`src/rtl/fetch_stage_pkg.sv`:
```
// Shared definitions for the instruction-fetch stage.
// Holds the reset PC default, the NOP encoding, the PC increment,
// the IF/ID register layout and the word-alignment helper.
package fetch_stage_pkg;

    localparam logic [31:0] DEFAULT_RESET_PC = 32'h0000_3000;
    localparam logic [31:0] NOP_INSTR        = 32'h0000_0000;
    localparam logic [31:0] PC_INC           = 32'd4;

    // One IF/ID pipeline register entry
    typedef struct packed {
        logic [31:0] instr;
        logic [31:0] pcplus4;
        logic        valid;
    } ifid_t;

    // Instruction addresses are word aligned; low two bits are forced to zero
    function automatic logic [31:0] alignPc(input logic [31:0] addr);
        return {addr[31:2], 2'b00};
    endfunction

endpackage

```
`src/rtl/fetch_stage_pc_reg.sv`:
```
// PC register for the fetch stage: next-PC priority (stall > redirect > PC+4)
// and the 'started' flag that gives one clean edge after reset before the
// first real fetch.
module pc_reg
    import fetch_stage_pkg::*;
#(
    parameter logic [31:0] RESET_PC = DEFAULT_RESET_PC
) (
    input  logic        clk,
    input  logic        rst,
    input  logic        stall,
    input  logic        redirect,
    input  logic [31:0] redirect_pc,
    output logic [31:0] pc,
    output logic        started
);

    logic [31:0] r_pc;
    logic        r_started;
    logic [31:0] w_nextPc;

    // Next-PC selection: stall freezes PC (and drops any unresolved redirect)
    always_comb begin
        w_nextPc = r_pc + PC_INC;
        if (!r_started || stall) begin
            w_nextPc = r_pc;
        end else if (redirect) begin
            w_nextPc = alignPc(redirect_pc);
        end
    end

    // PC and started flag; PC holds at RESET_PC until the first post-reset edge
    always_ff @(posedge clk or posedge rst) begin
        if (rst) begin
            r_pc      <= RESET_PC;
            r_started <= 1'b0;
        end else begin
            r_pc      <= w_nextPc;
            r_started <= 1'b1;
        end
    end

    assign pc      = r_pc;
    assign started = r_started;

endmodule

```
`src/rtl/fetch_stage.sv`:
```
// Instruction-fetch stage: PC (in pc_reg), instruction-memory address,
// IF/ID pipeline register and fetched-instruction counter.
// Optional macro FETCH_DELAY_SLOT_EN: on redirect the delay-slot instruction
// is loaded normally instead of flushing IF/ID to a bubble.
module fetch_stage
    import fetch_stage_pkg::*;
#(
    parameter logic [31:0] RESET_PC = DEFAULT_RESET_PC
) (
    input  logic        clk,
    input  logic        rst,
    input  logic        stall,
    input  logic        redirect,
    input  logic [31:0] redirect_pc,
    output logic [31:0] imem_addr,
    input  logic [31:0] imem_rdata,
    output logic [31:0] ID_instr,
    output logic [31:0] ID_pcplus4,
    output logic        ID_valid,
    output logic [31:0] fetch_cnt
);

`ifdef FETCH_DELAY_SLOT_EN
    localparam bit FLUSH_ON_REDIRECT = 1'b0;
`else
    localparam bit FLUSH_ON_REDIRECT = 1'b1;
`endif

    localparam ifid_t BUBBLE = '{instr: NOP_INSTR, pcplus4: 32'h0, valid: 1'b0};

    logic [31:0] w_pc;
    logic        w_started;
    logic [31:0] w_pcPlus4;
    ifid_t       r_ifid;
    logic [31:0] r_fetchCnt;

    pc_reg #(
        .RESET_PC(RESET_PC)
    ) u_pc_reg (
        .clk        (clk),
        .rst        (rst),
        .stall      (stall),
        .redirect   (redirect),
        .redirect_pc(redirect_pc),
        .pc         (w_pc),
        .started    (w_started)
    );

    assign w_pcPlus4 = w_pc + PC_INC;

    // IF/ID load: bubble before start, hold on stall, flush or load otherwise
    always_ff @(posedge clk or posedge rst) begin
        if (rst) begin
            r_ifid     <= BUBBLE;
            r_fetchCnt <= 32'h0;
        end else if (!w_started) begin
            r_ifid <= BUBBLE;
        end else if (stall) begin
            r_ifid <= r_ifid;
        end else if (redirect && FLUSH_ON_REDIRECT) begin
            r_ifid <= BUBBLE;
        end else begin
            r_ifid     <= '{instr: imem_rdata, pcplus4: w_pcPlus4, valid: 1'b1};
            r_fetchCnt <= r_fetchCnt + 32'd1;
        end
    end

    assign imem_addr  = w_pc;
    assign ID_instr   = r_ifid.instr;
    assign ID_pcplus4 = r_ifid.pcplus4;
    assign ID_valid   = r_ifid.valid;
    assign fetch_cnt  = r_fetchCnt;

endmodule

```
`config.mk`:
```
export PLATFORM = sky130hd
export DESIGN_NAME = fetch_stage
export DESIGN_NICKNAME = d
export VERILOG_FILES = /design/src/rtl/fetch_stage_pkg.sv /design/src/rtl/fetch_stage_pc_reg.sv /design/src/rtl/fetch_stage.sv
export SDC_FILE = /design/constraint.sdc
export NUM_CORES = 1
export LEC_CHECK = 0
export ABC_CLOCK_PERIOD_IN_PS = 9100
export CAP_MARGIN = 20
export CELL_PAD_IN_SITES_DETAIL_PLACEMENT = 0
export CELL_PAD_IN_SITES_GLOBAL_PLACEMENT = 1
export CORE_ASPECT_RATIO = 0.9
export CORE_UTILIZATION = 25
export CTS_BUF_LIST = sky130_fd_sc_hd__clkbuf_16
export CTS_CLUSTER_SIZE = 8
export DETAILED_ROUTE_END_ITERATION = 8
export PLACE_DENSITY_LB_ADDON = 0.1
export SETUP_SLACK_MARGIN = 0.15
export SYNTH_ARGS = -nofsm -noshare
export SYNTH_HDL_FRONTEND = slang
export SYNTH_SLANG_ARGS = --single-unit
```
`constraint.sdc`:
```
create_clock -name clk -period 9.1 [get_ports clk]
set_input_delay 2.73 -clock clk [delete_from_list [all_inputs] [get_ports clk]]
set_output_delay 2.73 -clock clk [all_outputs]
set_load 0.02 [all_outputs]
```
==> run metrics, run 1 <==
Post-DP Area=roughly 8200 sq um; H-tree depth=4; Die Span X=roughly 170 microns; EDFF count, synth=0; Avg Cell Area, Syn=just under 10 sq um; M3 GR Usage=between 4 and 5%; clk buf depth=2; sequential share of the synthesized area=approximately 53%; Pwr Density=~190 nW/um^2; Clock Tree Root=clkbuf_16; crit-path most repeated cell=buf_4; Lkg Pwr=between 0.003 and 0.004 uW; first-pass GRT wire length=about 32 mm; Worst Setup Start Kind=input port; Routed WL per cell=~19 microns; VDD IR max=0.108 mV; GR Layer Usage met1=22.3%; largest net degree at the start of global routing=between 60 and 70; Finished Cell Area=slightly below 9000 sq um; CTS Hold Bufs=0; nets=850; M2 GR Usage=between 20 and 30%; 1st-iter DRT viols=about 420; largest cells by area after synthesis=dfrtp_1, a22o_1, nand2_1, xor2_1, nand3_1; Seq cells post-synth=approximately 130; Buf+Inv Stages, Crit Path=3; CTS tree=yes; DR pass1 iterations=9; setup violators final=0; die area=around 25000 sq um; Layout area overhead=46.1%; TNS Setup=0 ns; Hold Violations, Final=0; Critical Path, Cell by Cell=clkdlybuf4s50_1 -> nand2b_1 -> buf_4 -> nor2_4 -> buf_4 -> nand4_1 -> o311ai_0; GR Overflow Total=0; via count=5498; top cell type's share of synthesized area=51.8%; routability congestion estimate=~0.76; crit-path max cell delay=between 0.5 and 0.6 ns; I/O Buffers=roughly 190; CP required=9.41 ns; Mapped Area=just over 6000 sq um; dpl hpwl=13.5 mm; Worst Setup Path Type=in2reg; Async S/R FF share, synth=100%; Starting Density=25.6%; number of global-route vias before repair=between 5000 and 6000; CP delay by family, top=buffers and inverters; status=complete, but fails checks; crit path capture type=flop; Main synth FF type=dfrtp_1; CTS sink count=approximately 130; number of placement rows=53; worst hold margin=between 0.4 and 0.5 ns; postcts setup bufs=0; Ys Warns=0; n_diodes=0; clock slew at reported path FFs=0.07 ns; failing checks=design-rule violations; Core Box Area=approximately 24000 sq um; Max-cap violations=0; cell with the most instances after synthesis=dfrtp_1; Post-Syn Instances=between 600 and 700; fin crit share=roughly 52%; initial antenna violation count=0; Total GRT Usage=16.7%; CP max FO=40; Worst-Margin Slew=between 0.9 and 1 ns; worst skew pair latency=~0.42 ns; worst-path cell with the longest stage delay=clkdlybuf4s50_1; max-slew violations=0; antenna viol nets, final=0; DRC=13; Top Usage Layer GRT=met2; Die Y=149 microns; max frequency=212 MHz; post-synth cell types=54; post-CTS sizing=0; Data arrival, critical path=5.02 ns; share of cells above drive strength 1=under 10%; RSZ-0062 raised after global routing=false; mean number of vias per cell=between 5 and 6; top-level I/O count=between 150 and 200; Final Routed Wirelength=20.5 mm; largest area contributor in the netlist=dfrtp_1; clk_skew=0.0127 ns; hold crit path type=reg2reg; fin crit period=roughly 4.7 ns; total CTS buffers=17; Rel. slew slack=a little under two fifths; top post-synthesis cells by count=dfrtp_1, nand2_1, clkbuf_1
-- tightest hold or removal path: stages (launching register included) --
cell     delay (ns)
dfrtp_1        0.35
nand2_1        0.05
nand3_1        0.05
-- power breakdown --
group / internal [uW] / switching [uW] / total [uW]
Combinational: 146 / 162 / 308
Clock: 435 / 284 / 719
Sequential: 608 / 66.1 / 675
Total: 1190 / 511 / 1700
-- metal layers --
| metal | part of all wire, % | vias up |
|---|---|---|
| li1 | - | 2560 |
| met1 | 46 | 2752 |
| met2 | 47 | 174 |
| met3 | 5.3 | 12 |
| met4 | 0.87 | 0 |
| met5 | 0 | - |
-- final cells by class --
cell class | instances | area (sq um)
inverters | 18 | 72.6
flip-flops and latches | 127 | 3180
fillers | 2357 | 14700
repair buffers | 199 | 1970
multi-input cells | 417 | 2600
well taps | 302 | 378
clock buffers | 17 | 425
clock inverters | 15 | 184
-- placed cells by master (no fill, tap or decap), types with 3 or more instances in the layout --
| master | n |
|---|---|
| o211ai_1 | 11 |
| clkbuf_16 | 17 |
| and3_1 | 13 |
| nor4_1 | 13 |
| o311ai_0 | 12 |
| a21oi_1 | 8 |
| xnor2_1 | 18 |
| and4_1 | 4 |
| dfrtp_1 | 125 |
| clkinv_4 | 3 |
| o21ai_0 | 32 |
| clkdlybuf4s50_1 | 191 |
| o2bb2ai_1 | 5 |
| bufinv_16 | 3 |
| a22o_1 | 33 |
| and2_1 | 5 |
| buf_4 | 7 |
| xor2_1 | 25 |
| nand3_1 | 34 |
| nor3_1 | 20 |
| or3_1 | 3 |
| inv_1 | 18 |
| nor2_1 | 35 |
| conb_1 | 3 |
| a31oi_1 | 12 |
| inv_6 | 6 |
| nand2_1 | 66 |
| a22oi_1 | 7 |
| nand4_1 | 20 |
-- cells by family (layout without fill, tap and decap cells) --
| group | Yosys count | count (layout) | share of synthesized area [%] |
|---|---|---|---|
| AND/OR/NAND/NOR | 232 | 232 | 19.6 |
| buffers and inverters | 66 | 249 | 4.40 |
| adder cells (fa/ha/maj) | 2 | 2 | 0.415 |
| flip-flops | 127 | 127 | 52.7 |
| XOR/XNOR | 43 | 43 | 6.24 |
| other | 2 | 3 | 0.124 |
| AO/OA/AOI/OAI | 136 | 136 | 16.4 |
| multiplexers | 1 | 1 | 0.166 |
-- path summary, 6_finish.rpt --
kind / start / to / slack (ns) / cells after the start
max: stall / u_pc_reg.pc[16]$_DFFE_PP0N_ / 4.39 / 7
min in group asynchronous: rst / ID_instr[14]$_DFFE_PP0P_ / 2.78 / 2
min: ID_pcplus4[23]$_DFFE_PP0P_ / ID_pcplus4[23]$_DFFE_PP0P_ / 0.48 / 2
min reg2reg: ID_pcplus4[23]$_DFFE_PP0P_ / ID_pcplus4[23]$_DFFE_PP0P_ / 0.48 / 2
max reg2reg: u_pc_reg.pc[2]$_DFFE_PP0N_ / u_pc_reg.pc[22]$_DFFE_PP0N_ / 6.30 / 5
max in group asynchronous: rst / u_pc_reg.pc[25]$_DFFE_PP0N_ / 4.94 / 3
-- metrics by stage --
| stage | total power, uW | utilization [%] | cells | worst slack (ns) |
|---|---|---|---|---|
| 2_1_floorplan | 828 | - | 610 | 2.99 |
| 3_3_place_gp | 991 | 34.8 | 1063 | 4.02 |
| 3_5_place_dp | 994 | 34.8 | 1063 | 3.91 |
| 4_1_cts | 1730 | 37.4 | 1095 | 4.37 |
| 5_1_grt | 1780 | 37.4 | 1095 | 4.17 |
| 6_report | 1700 | 37.4 | 1095 | 4.39 |
No activity file was read; power rests on OpenSTA's default activity.
==> run 2, diff against run 1 <==
--- a/config.mk
+++ b/config.mk
@@ -5,7 +5,7 @@
 export SDC_FILE = /design/constraint.sdc
 export NUM_CORES = 1
 export LEC_CHECK = 0
-export ABC_CLOCK_PERIOD_IN_PS = 9100
+export ABC_CLOCK_PERIOD_IN_PS = 3950
 export CAP_MARGIN = 20
 export CELL_PAD_IN_SITES_DETAIL_PLACEMENT = 0
 export CELL_PAD_IN_SITES_GLOBAL_PLACEMENT = 1
==> constraint.sdc (replaced) <==
create_clock -name clk -period 3.95 [get_ports clk]
set_input_delay 1.185 -clock clk [delete_from_list [all_inputs] [get_ports clk]]
set_output_delay 1.185 -clock clk [all_outputs]
set_load 0.02 [all_outputs]
==> run 2 against run 1 <==
Against the previous run:
- the flow still finishes with violations (design-rule violations)
- combinational power rose by 130%
- clock skew shrank 0.0027 ns
- critical path type unchanged
- power up 130%
- worst hold slack worse by 0.011 ns
- via count down 0.60%
- critical endpoint is now fetch_cnt[26]$_DFFE_PP0P_
- routed wire length fell by 1.3%
==> run metrics, run 2 (same netlist as run 1, synthesis figures left out) <==
Die Y=149 microns (unchanged); nets=857 (+0.82%); mean number of vias per cell=4.96 (-1.1%); CTS Hold Bufs=0 (unchanged); 1st-iter DRT viols=300 (-28%); CTS tree=yes; Pwr Density=439 nW/um^2 (+130%); fin crit share=about 76%; max frequency=between 300 and 400 MHz; clock slew at reported path FFs=0.06 ns (about the same); Worst Setup Start Kind=input port; CTS sink count=127 (unchanged); Final Routed Wirelength=20.2 mm (-1.3%); initial antenna violation count=0 (unchanged); Max-cap violations=0 (unchanged); TNS Setup=0 ns (unchanged); first-pass GRT wire length=31.9 mm (+0.31%); Rel. slew slack=40.5% (+2.9 points); CP required=4.29 ns (-5.12 ns); clk_skew=0.00997 ns (-0.00271 ns); DRC=13 (unchanged); Starting Density=25.6% (unchanged); status=complete, but fails checks; I/O Buffers=192 (unchanged); number of global-route vias before repair=5509 (-0.18%); setup violators final=0 (unchanged); failing checks=design-rule violations; share of cells above drive strength 1=7.26% (+0.83 points); largest net degree at the start of global routing=57 (-14%); fin crit period=3.00 ns; clk buf depth=2 (unchanged); postcts setup bufs=0 (unchanged); hold crit path type=reg2reg; Total GRT Usage=16.7% (-0.084 points); die area=24800 sq um (unchanged); Pwr Total=3900 uW (+130%); Die Span X=166 microns (unchanged); most common cell after layout, fill and taps aside=clkdlybuf4s50_1; number of placement rows=53 (unchanged); dpl hpwl=13.9 mm (+3.4%); H-tree depth=4 (unchanged); top-level I/O count=197 (unchanged); n_diodes=0 (unchanged); routability congestion estimate=0.745 (-1.3%); total CTS buffers=17 (unchanged); post-CTS sizing=0 (unchanged); crit path capture type=flop; Hold Violations, Final=0 (unchanged); max-slew violations=0 (unchanged); GR Overflow Total=0 (unchanged); Worst-Margin Slew=0.884 ns (-0.0516 ns); CP max FO=12 (-70%); worst hold margin=0.471 ns (-0.0115 ns); Core Box Area=23500 sq um (unchanged); RSZ-0062 raised after global routing=false; antenna viol nets, final=0 (unchanged); Worst Setup Path Type=in2reg; worst skew pair latency=0.42 ns (about the same); most frequent cells in the layout=clkdlybuf4s50_1, dfrtp_1, nand2_1; Clock Tree Root=clkbuf_16; Routed WL per cell=18.3 microns (-1.8%); via count=5465 (-0.60%); fill cell count=2333 (-1.0%); Data arrival, critical path=3.34 ns (-1.68 ns); DR pass1 iterations=7 (-2); Lkg Pwr=0.00370 uW (+0.72%); VDD IR max=0.264 mV (+140%); Layout area overhead=47.3%
## run 2: changes by cell type in the layout (fill, tap and decap cells not counted), sizes merged
cell      before  now
buf            8   15
clkinvlp       2    5
inv           24   21
clkinv         4    3
## run 2: critical path: stages
cell	delay (ns)
clkdlybuf4s50_1	0.52
nand4bb_1	0.35
or3_1	0.65
nor4_1	0.44
xor2_1	0.18
## run 2: worst paths after layout
check | start | to | slack, ns | depth (start not counted)
worst max-delay path | stall | fetch_cnt[26]$_DFFE_PP0P_ | 0.95 | 5
worst min-delay path | fetch_cnt[31]$_DFFE_PP0P_ | fetch_cnt[31]$_DFFE_PP0P_ | 0.47 | 1
worst max register to register | u_pc_reg.pc[15]$_DFFE_PP0N_ | u_pc_reg.pc[29]$_DFFE_PP0N_ | 1.36 | 4
worst min register to register | fetch_cnt[31]$_DFFE_PP0P_ | fetch_cnt[31]$_DFFE_PP0P_ | 0.47 | 1
max in group asynchronous | rst | u_pc_reg.pc[13]$_DFFE_PP1N_ | 2.00 | 3
min in group asynchronous | rst | ID_valid$_DFFE_PP0P_ | 1.20 | 2
## run 2: layout make-up
| cell class | instances | area, sq um | area share, % |
|---|---|---|---|
| Sequential cell | 127 | 3180 | 35.8 |
| Multi-Input combinational cell | 417 | 2600 | 29.3 |
| Timing Repair Buffer | 206 | 2050 | 23.0 |
| Clock buffer | 17 | 425 | 4.79 |
| Tap cell | 302 | 378 | 4.25 |
| Clock inverter | 14 | 184 | 2.07 |
| Inverter | 18 | 71.3 | 0.802 |
## run 2: per-layer routing
layer  share of wire (%)  GRT usage, %  vias to the layer above  routed length [microns]
met2                  47          26.7                      159                     9530
met4                0.76          3.88                        0                      153
met1                  46          22.3                     2720                     9380
li1                    -             -                     2577                        -
met3                 5.6          4.56                        9                     1140
met5                   0             0                        -                        0
## run 2: where the power goes
part	leakage [uW]	switching [uW]	internal (uW)
Clock	0.000284	635	1000
Combinational	0.00178	371	342
Sequential	0.00164	152	1400
## run 2: through the flow
stage	area, sq um	utilization (%)	instances	setup slack (ns)
after global routing	8890	37.8	1101	0.819
final	8890	37.8	1101	0.951
after detailed placement	8280	35.2	1070	0.514
after floorplan	6040	-	610	1.18
after global placement	8280	35.2	1070	0.573
after CTS	8890	37.8	1101	0.939
